File: src/rtl/fetch_seq.sv
// fetch_seq: sequential instruction-fetch address generator for a synchronous ROM.
// Latency: the word issued on rom_addr in cycle N appears on inst_data/inst_pc/inst_valid in cycle N+1.
// Backpressure: a stall with a live instruction re-reads the same word so the output stays stable.
//
// Ports:
//   clock, reset                   - single rising-edge clock, asynchronous active-high reset
//   stall                          - consumer does not accept the presented instruction this cycle
//   redirect_valid, redirect_pc    - load a new fetch PC (low two bits forced to zero)
//   halt_req, resume_req           - stop / restart fetching (halt wins when both are asserted)
//   rom_addr, rom_data             - ROM address out, ROM word in one cycle later
//   inst_data, inst_pc, inst_valid - instruction presented to the consumer
//   halted                         - sequencer is in the HALT state
//   fetch_count, stall_count       - saturating performance counters
//
// Build option: define FETCH_SEQ_PERF_EN to build the performance counters;
// without it both counter outputs are tied to zero.

module fetch_seq #(
  parameter logic [31:0] RESET_PC = 32'h00000000
) (
  input  logic        clock,
  input  logic        reset,
  input  logic        stall,
  input  logic        redirect_valid,
  input  logic [31:0] redirect_pc,
  input  logic        halt_req,
  input  logic        resume_req,
  input  logic [31:0] rom_data,
  output logic [31:0] rom_addr,
  output logic [31:0] inst_data,
  output logic [31:0] inst_pc,
  output logic        inst_valid,
  output logic        halted,
  output logic [31:0] fetch_count,
  output logic [31:0] stall_count
);

  typedef enum logic {
    ST_RUN  = 1'b0,
    ST_HALT = 1'b1
  } state_t;

  state_t      r_state;
  logic [31:0] r_pc;   // next address to issue
  logic [31:0] r_ipc;  // address of the word on inst_data
  logic        r_vld;

  state_t      w_state_nxt;
  logic [31:0] w_pc_nxt;
  logic [31:0] w_ipc_nxt;
  logic        w_vld_nxt;
  logic [31:0] w_redirect_pc;
  logic        w_hold;

  assign w_redirect_pc = redirect_pc & 32'hFFFF_FFFC;

  // A stall only matters while a live instruction is being presented.
  assign w_hold = stall && r_vld;

  // State register
  always_ff @(posedge clock or posedge reset) begin
    if (reset) begin
      r_state <= ST_RUN;
      r_pc    <= RESET_PC;
      r_ipc   <= 32'h0;
      r_vld   <= 1'b0;
    end else begin
      r_state <= w_state_nxt;
      r_pc    <= w_pc_nxt;
      r_ipc   <= w_ipc_nxt;
      r_vld   <= w_vld_nxt;
    end
  end

  // Next-state logic: redirect > halt/resume > stall > advance
  always_comb begin
    w_state_nxt = r_state;
    w_pc_nxt    = r_pc;
    w_ipc_nxt   = r_ipc;
    w_vld_nxt   = r_vld;
    if (redirect_valid) begin
      w_pc_nxt  = w_redirect_pc;
      w_vld_nxt = 1'b0;
    end else begin
      case (r_state)
        ST_RUN: begin
          if (halt_req) begin
            w_state_nxt = ST_HALT;
            w_vld_nxt   = 1'b0;
            // An un-accepted instruction must be fetched again after resume.
            if (w_hold) begin
              w_pc_nxt = r_ipc;
            end
          end else if (!w_hold) begin
            w_ipc_nxt = r_pc;
            w_pc_nxt  = r_pc + 32'd4;
            w_vld_nxt = 1'b1;
          end
        end
        ST_HALT: begin
          // The first RUN cycle after resume only issues; nothing is valid yet.
          if (resume_req && !halt_req) begin
            w_state_nxt = ST_RUN;
          end
          w_vld_nxt = 1'b0;
        end
        default: begin
          w_state_nxt = ST_RUN;
        end
      endcase
    end
  end

  // Outputs
  always_comb begin
    rom_addr   = r_pc;
    if (r_state == ST_RUN && w_hold) begin
      // Re-read the stalled word so rom_data stays constant next cycle.
      rom_addr = r_ipc;
    end
    inst_data  = rom_data;
    inst_pc    = r_ipc;
    inst_valid = r_vld;
    halted     = (r_state == ST_HALT);
  end

`ifdef FETCH_SEQ_PERF_EN
  logic [31:0] r_fetch_cnt;
  logic [31:0] r_stall_cnt;

  always_ff @(posedge clock or posedge reset) begin
    if (reset) begin
      r_fetch_cnt <= 32'h0;
      r_stall_cnt <= 32'h0;
    end else if (r_vld) begin
      if (!stall && r_fetch_cnt != 32'hFFFF_FFFF) begin
        r_fetch_cnt <= r_fetch_cnt + 32'd1;
      end
      if (stall && r_stall_cnt != 32'hFFFF_FFFF) begin
        r_stall_cnt <= r_stall_cnt + 32'd1;
      end
    end
  end

  assign fetch_count = r_fetch_cnt;
  assign stall_count = r_stall_cnt;
`else
  assign fetch_count = 32'h0;
  assign stall_count = 32'h0;
`endif

endmodule

File: config.mk
export PLATFORM = sky130hd
export DESIGN_NAME = fetch_seq
export DESIGN_NICKNAME = d
export VERILOG_FILES = /design/src/rtl/fetch_seq.sv
export SDC_FILE = /design/constraint.sdc
export NUM_CORES = 1
export LEC_CHECK = 0
export ABC_AREA = 0
export BUFFER_PORTS_ARGS = -buffer_cell sky130_fd_sc_hd__buf_4
export CORE_AREA = 5 5 87 129
export CTS_CLUSTER_DIAMETER = 50
export DETAILED_ROUTE_END_ITERATION = 8
export DIE_AREA = 0 0 92 134
export PLACE_DENSITY = 0.84
export SYNTH_ARGS = -nofsm -noshare
export SYNTH_HDL_FRONTEND = slang
export SYNTH_SLANG_ARGS = --single-unit
File: constraint.sdc
create_clock -name clock -period 2.95 [get_ports clock]
set_input_delay 0.1475 -clock clock [delete_from_list [all_inputs] [get_ports clock]]
set_output_delay 0.1475 -clock clock [all_outputs]
set_load 0.005 [all_outputs]
==> results.toml, run 1 <==
[yosys]
synthDistinctLibCells = 62
synth-seq-area-share_pct = 33.0
syn_area_per_cell_um2 = 8.23
ys_seq_elements = 66
ys.warnings.count = 0
syn_inst = 608
synth_async_sr_flop_share_pct = 100
syn_area_um2 = 5000
ys.flop_type = "dfrtp_1"
synth_edf_count = 0

[final_layout]
multiInputGateArea_um2 = 2660
ff_latch_area_um2 = 1650
antennaDiodeCount = 0
finalNonFillerCells = 782
fillCellCount = 902
layout-drive-gt1-share_pct = 24.1
layout_commonest_cell = "nand2_1"
area_growth_syn_to_layout_pct = 12.9
design_area_um2 = 5650
layout_common_cells = "nand2_1 (139), buf_4 (118), dfrtp_1 (66)"
nNetsFinal = 731

[routing]
ant_nets = 0
vias_per_cell = 5.74
first_pass_iters = 5
drc = 0
drt_iter0_markers = 412
wl_per_cell_um = 18.1
wirelength_mm = 14.1
vias = 4487

[sta]
slew_viol_final = 0
rsz0062_at_grt = "false"
hold_slack_ns = 0.0543
hold_viol_final = 0
min_period_ns = 2.45
finalCritPeriodShare_pct = 83.1
worst-slew-pin-transition_ns = 0.897
skew_ns = 0.00711
finalSetupTns_ns = 0
setup_viol = 0
slew_headroom_pct = 40.2
max_clock_freq_mhz = 408

[place]
dpl_cell_area_um2 = 5360
hpwl_mm = 10.1
place_inst = 766
portBuffers = 101
gp_congestion = 0.875

[global_route]
antenna_found_initial = 0
grt_pass1_vias = 4427
grt_pass1_wl_mm = 22.4
grt.total_usage_pct = 22.6
grt_max_degree = 67
grt.overflow.total = 0

[job]
cap_violations = 0

[clocking]
post_cts_buffers = 0
cts_hold_buf = 0
clock_latency_ns = 0.33
cts_resized = 0
cts_buffer_depth = 2
root_buffer = "clkbuf_16"
cts_buffers = 9
cts_num_sinks = 66
cts_max_level = 3
clkTransAtPathRegs_ns = 0.06
cts_tree = "built"

[setup_path]
cp-end-kind = "output port"
required_ns = 2.80
r2r_end = "r_pc[9]"
worstRegToRegCells = 6
path_class = "flip-flop to output port"
crit_fanout = 23
startpoint_type = "flip-flop"
r2r_start = "inst_valid"
reg2reg_slack_ns = 0.72
arrival_ns = 2.30

[pwr]
seqPwrFrac_pct = 41.4
power_per_cell_area_nw_per_um2 = 614
report.power.total_mw = 3.47
ir_worst_vdd_v = 0.000383
power.leakage_nw = 2.72
power_frac_comb_pct = 28.4
p_switching_mw = 1.15
switching_share_pct = 33.0
power.internal_mw = 2.33
p_clk_share_pct = 30.2

[floorplan]
rows = 45
core_um2 = 10000
die_h_um = 134
die_w_um = 92
die_area_um2 = 12300
initial_core_util_pct = 49.9
io_pins = 232

[worst_hold_path]
hold_path.class = "primary input to asynchronous set/reset pin"

[status]
outcome = "finished clean"
-- cell families after synthesis --
| family | count (synthesis) | share of synthesized area [%] |
|---|---|---|
| AND/OR/NAND/NOR | 230 | 21.7 |
| buffers and inverters | 145 | 18.8 |
| AO/OA/AOI/OAI | 110 | 14.3 |
| flip-flops | 66 | 33.0 |
| multiplexers | 54 | 11.8 |
| adder cells (fa/ha/maj) | 1 | 0.250 |
| other | 1 | 0.0749 |
| XOR/XNOR | 1 | 0.175 |
-- sequential cells by signal, summed over array words and instances, names as in the netlist --
signal,cells
inst_valid,1
r_pc,32
halted,1
inst_pc,32
-- worst max path at each step --
stage	from	cells past startpoint	slack, ns	to
finish	inst_valid	6	0.50	rom_addr[2]
detailed placement	inst_valid	6	0.78	r_pc[9]
CTS	inst_valid	6	0.51	rom_addr[3]
global route	inst_valid	6	0.39	rom_addr[2]
floorplan	r_pc[16]	7	1.12	r_pc[31]
global placement	inst_valid	6	0.81	r_pc[9]
-- critical path: stages (launching register included) --
cell and delay [ns]:
dfrtp_1 0.47, and2_1 0.50, nand2_1 0.36, buf_4 0.34, nand2_1 0.12, nand2_1 0.06
buf_4 0.13
-- metal layers --
metal	vias to the layer above	GRT usage [%]	wire (um)
met5	-	0	0
met4	0	12.1	519
met3	49	3.54	1100
met2	250	39.3	7160
met1	2125	26.5	5340
li1	2063	-	-
-- cell usage after synthesis (5+ instances only) --
| cell | instances | area (um2) |
|---|---|---|
| clkbuf_1 | 21 | 78.8 |
| mux2i_1 | 16 | 160 |
| and2_1 | 5 | 31.3 |
| nor3_1 | 5 | 25.0 |
| mux2_2 | 16 | 180 |
| inv_1 | 5 | 18.8 |
| and3_1 | 7 | 43.8 |
| o21ai_1 | 9 | 45.0 |
| nand4_1 | 9 | 56.3 |
| a21oi_1 | 19 | 95.1 |
| nor2_1 | 19 | 71.3 |
| buf_2 | 18 | 90.1 |
| a22oi_1 | 6 | 45.0 |
| nand2_1 | 139 | 522 |
| nand3_1 | 19 | 95.1 |
| dfrtp_1 | 66 | 1650 |
| o21ai_0 | 29 | 145 |
| a31oi_1 | 6 | 37.5 |
| mux2_1 | 22 | 248 |
| buf_4 | 97 | 728 |
-- power groups by stage --
stage                     logic, mW  registers (mW)  clock network (mW)
after floorplan               0.639            1.33                   0
after global placement        0.965            1.43                   0
after detailed placement      0.993            1.44                   0
after CTS                     0.997            1.43                1.06
after global routing           1.08            1.48                1.09
final                         0.985            1.44                1.05
-- layout make-up --
cell class                 count  area share, %
multi-input combinational    460           47.1
sequential                    66           29.2
timing repair buffer         118           15.7
clock buffer                  10           4.05
tap                          117           2.59
clock inverter                 6           1.02
inverter                       5          0.332
-- metrics by stage --
stage                     util (%)  setup WS (ns)
after floorplan                  -           1.12
after global placement        53.5          0.815
after detailed placement      53.5          0.777
after CTS                     56.4          0.508
after global routing          56.4          0.389
final                         56.4          0.499
Note: power is estimated with default switching activity, not from simulation.
==> inputs of run 2 (changes only) <==
--- a/config.mk
+++ b/config.mk
@@ -7,11 +7,11 @@
 export LEC_CHECK = 0
 export ABC_AREA = 0
 export BUFFER_PORTS_ARGS = -buffer_cell sky130_fd_sc_hd__buf_4
-export CORE_AREA = 5 5 87 129
+export CORE_AREA = 5 5 90 134
 export CTS_CLUSTER_DIAMETER = 50
 export DETAILED_ROUTE_END_ITERATION = 8
-export DIE_AREA = 0 0 92 134
-export PLACE_DENSITY = 0.84
+export DIE_AREA = 0 0 95 139
+export PLACE_DENSITY = 0.79
 export SYNTH_ARGS = -nofsm -noshare
 export SYNTH_HDL_FRONTEND = slang
 export SYNTH_SLANG_ARGS = --single-unit
==> constraint.sdc (replaced) <==
create_clock -name clock -period 2.4 [get_ports clock]
set_input_delay 0.12 -clock clock [delete_from_list [all_inputs] [get_ports clock]]
set_output_delay 0.12 -clock clock [all_outputs]
set_load 0.005 [all_outputs]
==> results.toml, run 2 (synthesis results as in run 1) <==
[sta]
hold_slack_ns = 0.0311
setup_viol = 0
hold_viol_final = 0
worst-slew-pin-transition_ns = 0.701
slew_headroom_pct = 53.3
min_period_ns = 2.10
setup_ws_ns = 0.300
rsz0062_at_grt = "false"
skew_ns = 0.00734
finalCritPeriodShare_pct = 87.5
finalSetupTns_ns = 0
slew_viol_final = 0
max_clock_freq_mhz = 476

[pwr]
p_switching_mw = 1.39
switching_share_pct = 32.7
power_per_cell_area_nw_per_um2 = 735
power.leakage_nw = 2.77
power_frac_comb_pct = 29.0
ir_worst_vdd_v = 0.000388
p_clk_share_pct = 29.8
power.internal_mw = 2.86
seqPwrFrac_pct = 41.2

[clocking]
cts_tree = "built"
clkTransAtPathRegs_ns = 0.05
cts_max_level = 3
cts_num_sinks = 66
clock_latency_ns = 0.34
root_buffer = "clkbuf_16"
cts_buffer_depth = 2
cts_buffers = 9
post_cts_buffers = 0

[routing]
vias = 4440
vias_per_cell = 5.40
drc = 0
wirelength_mm = 14.1
ant_nets = 0
first_pass_iters = 4
wl_per_cell_um = 17.2
drt_iter0_markers = 336

[setup_path]
crit_fanout = 7
arrival_ns = 2.36
required_ns = 2.66
cp-end-kind = "flip-flop"
path_class = "flip-flop to flip-flop"
reg2reg_slack_ns = 0.30
startpoint_type = "flip-flop"

[final_layout]
area_growth_syn_to_layout_pct = 15.4
layout-drive-gt1-share_pct = 24.9
layout_commonest_cell = "nand2_1"
design_area_um2 = 5780
post-route-util_pct = 53.4
antennaDiodeCount = 0
layout_common_cells = "nand2_1 (139), buf_4 (126), dfrtp_1 (66)"
nNetsFinal = 741

[place]
gp_congestion = 0.904
dpl_cell_area_um2 = 5480
pre_cts_ws_ns = 0.365
portBuffers = 101
hpwl_mm = 10.3

[global_route]
grt.overflow.total = 0
antenna_found_initial = 0
grt.total_usage_pct = 21.3
grt_pass1_wl_mm = 22.3
grt_pass1_vias = 4315
grt_max_degree = 35

[floorplan]
core_um2 = 10800
io_pins = 232
die_h_um = 139
die_area_um2 = 13200
die_w_um = 95
rows = 47
initial_core_util_pct = 46.2

[worst_hold_path]
hold_path.class = "primary input to flip-flop"

[job]
cap_violations = 0

[status]
outcome = "finished clean"
[run 2: worst max-delay path, cell delays in order (launching register included)]
cell and delay [ns]:
dfrtp_1 0.47, ha_1 0.27, nand3_1 0.19, nor4_2 0.35, buf_4 0.19, nand4_1 0.12
o31a_1 0.27, o22ai_1 0.16
[run 2: metal layers]
metal | track usage [%] | part of all wire (%) | routed length, um | vias up
met5 | 0 | 0 | 0 | -
met1 | 25.0 | 38 | 5360 | 2096
li1 | - | - | - | 2085
met3 | 3.75 | 8.0 | 1130 | 39
met2 | 37.3 | 51 | 7270 | 220
met4 | 9.35 | 2.7 | 385 | 0
[run 2: timing repair]
action	CTS	global route
endpoints found under the setup margin	0	0
hold endpoints to repair	66	0
resized for setup	0	0
hold buffers	1	0
[run 2: path summary, 6_finish.rpt]
path	startpoint	endpoint	depth (start not counted)
max	r_pc[2]	r_pc[18]	7
min	redirect_pc[4]	r_pc[4]	2
max reg2reg	r_pc[2]	r_pc[18]	7
min reg2reg	r_pc[0]	inst_pc[0]	1
max in group asynchronous	reset	inst_pc[30]	4
min in group asynchronous	reset	inst_pc[2]	4
[run 2: cell type report]
class / instances / area, um2
multi-input cells: 460 / 2660
fillers: 1003 / 5040
well taps: 147 / 184
flip-flops and latches: 66 / 1650
inverters: 5 / 18.8
clock buffers: 14 / 274
repair buffers: 128 / 976
clock inverters: 2 / 10.0
[run 2: power by group through the flow]
stage                     registers (mW)  clock network [mW]  logic (mW)
after CTS                           1.74                1.27        1.25
after floorplan                     1.63                   0       0.785
after global routing                1.80                1.33        1.36
after global placement              1.74                   0        1.21
after detailed placement            1.76                   0        1.24
final                               1.75                1.26        1.23
[run 2: stage by stage]
stage	power (mW)	std cells
global route	4.48	822
finish	4.24	822
CTS	4.27	822
floorplan	2.42	671
global placement	2.95	805
detailed placement	3.00	805
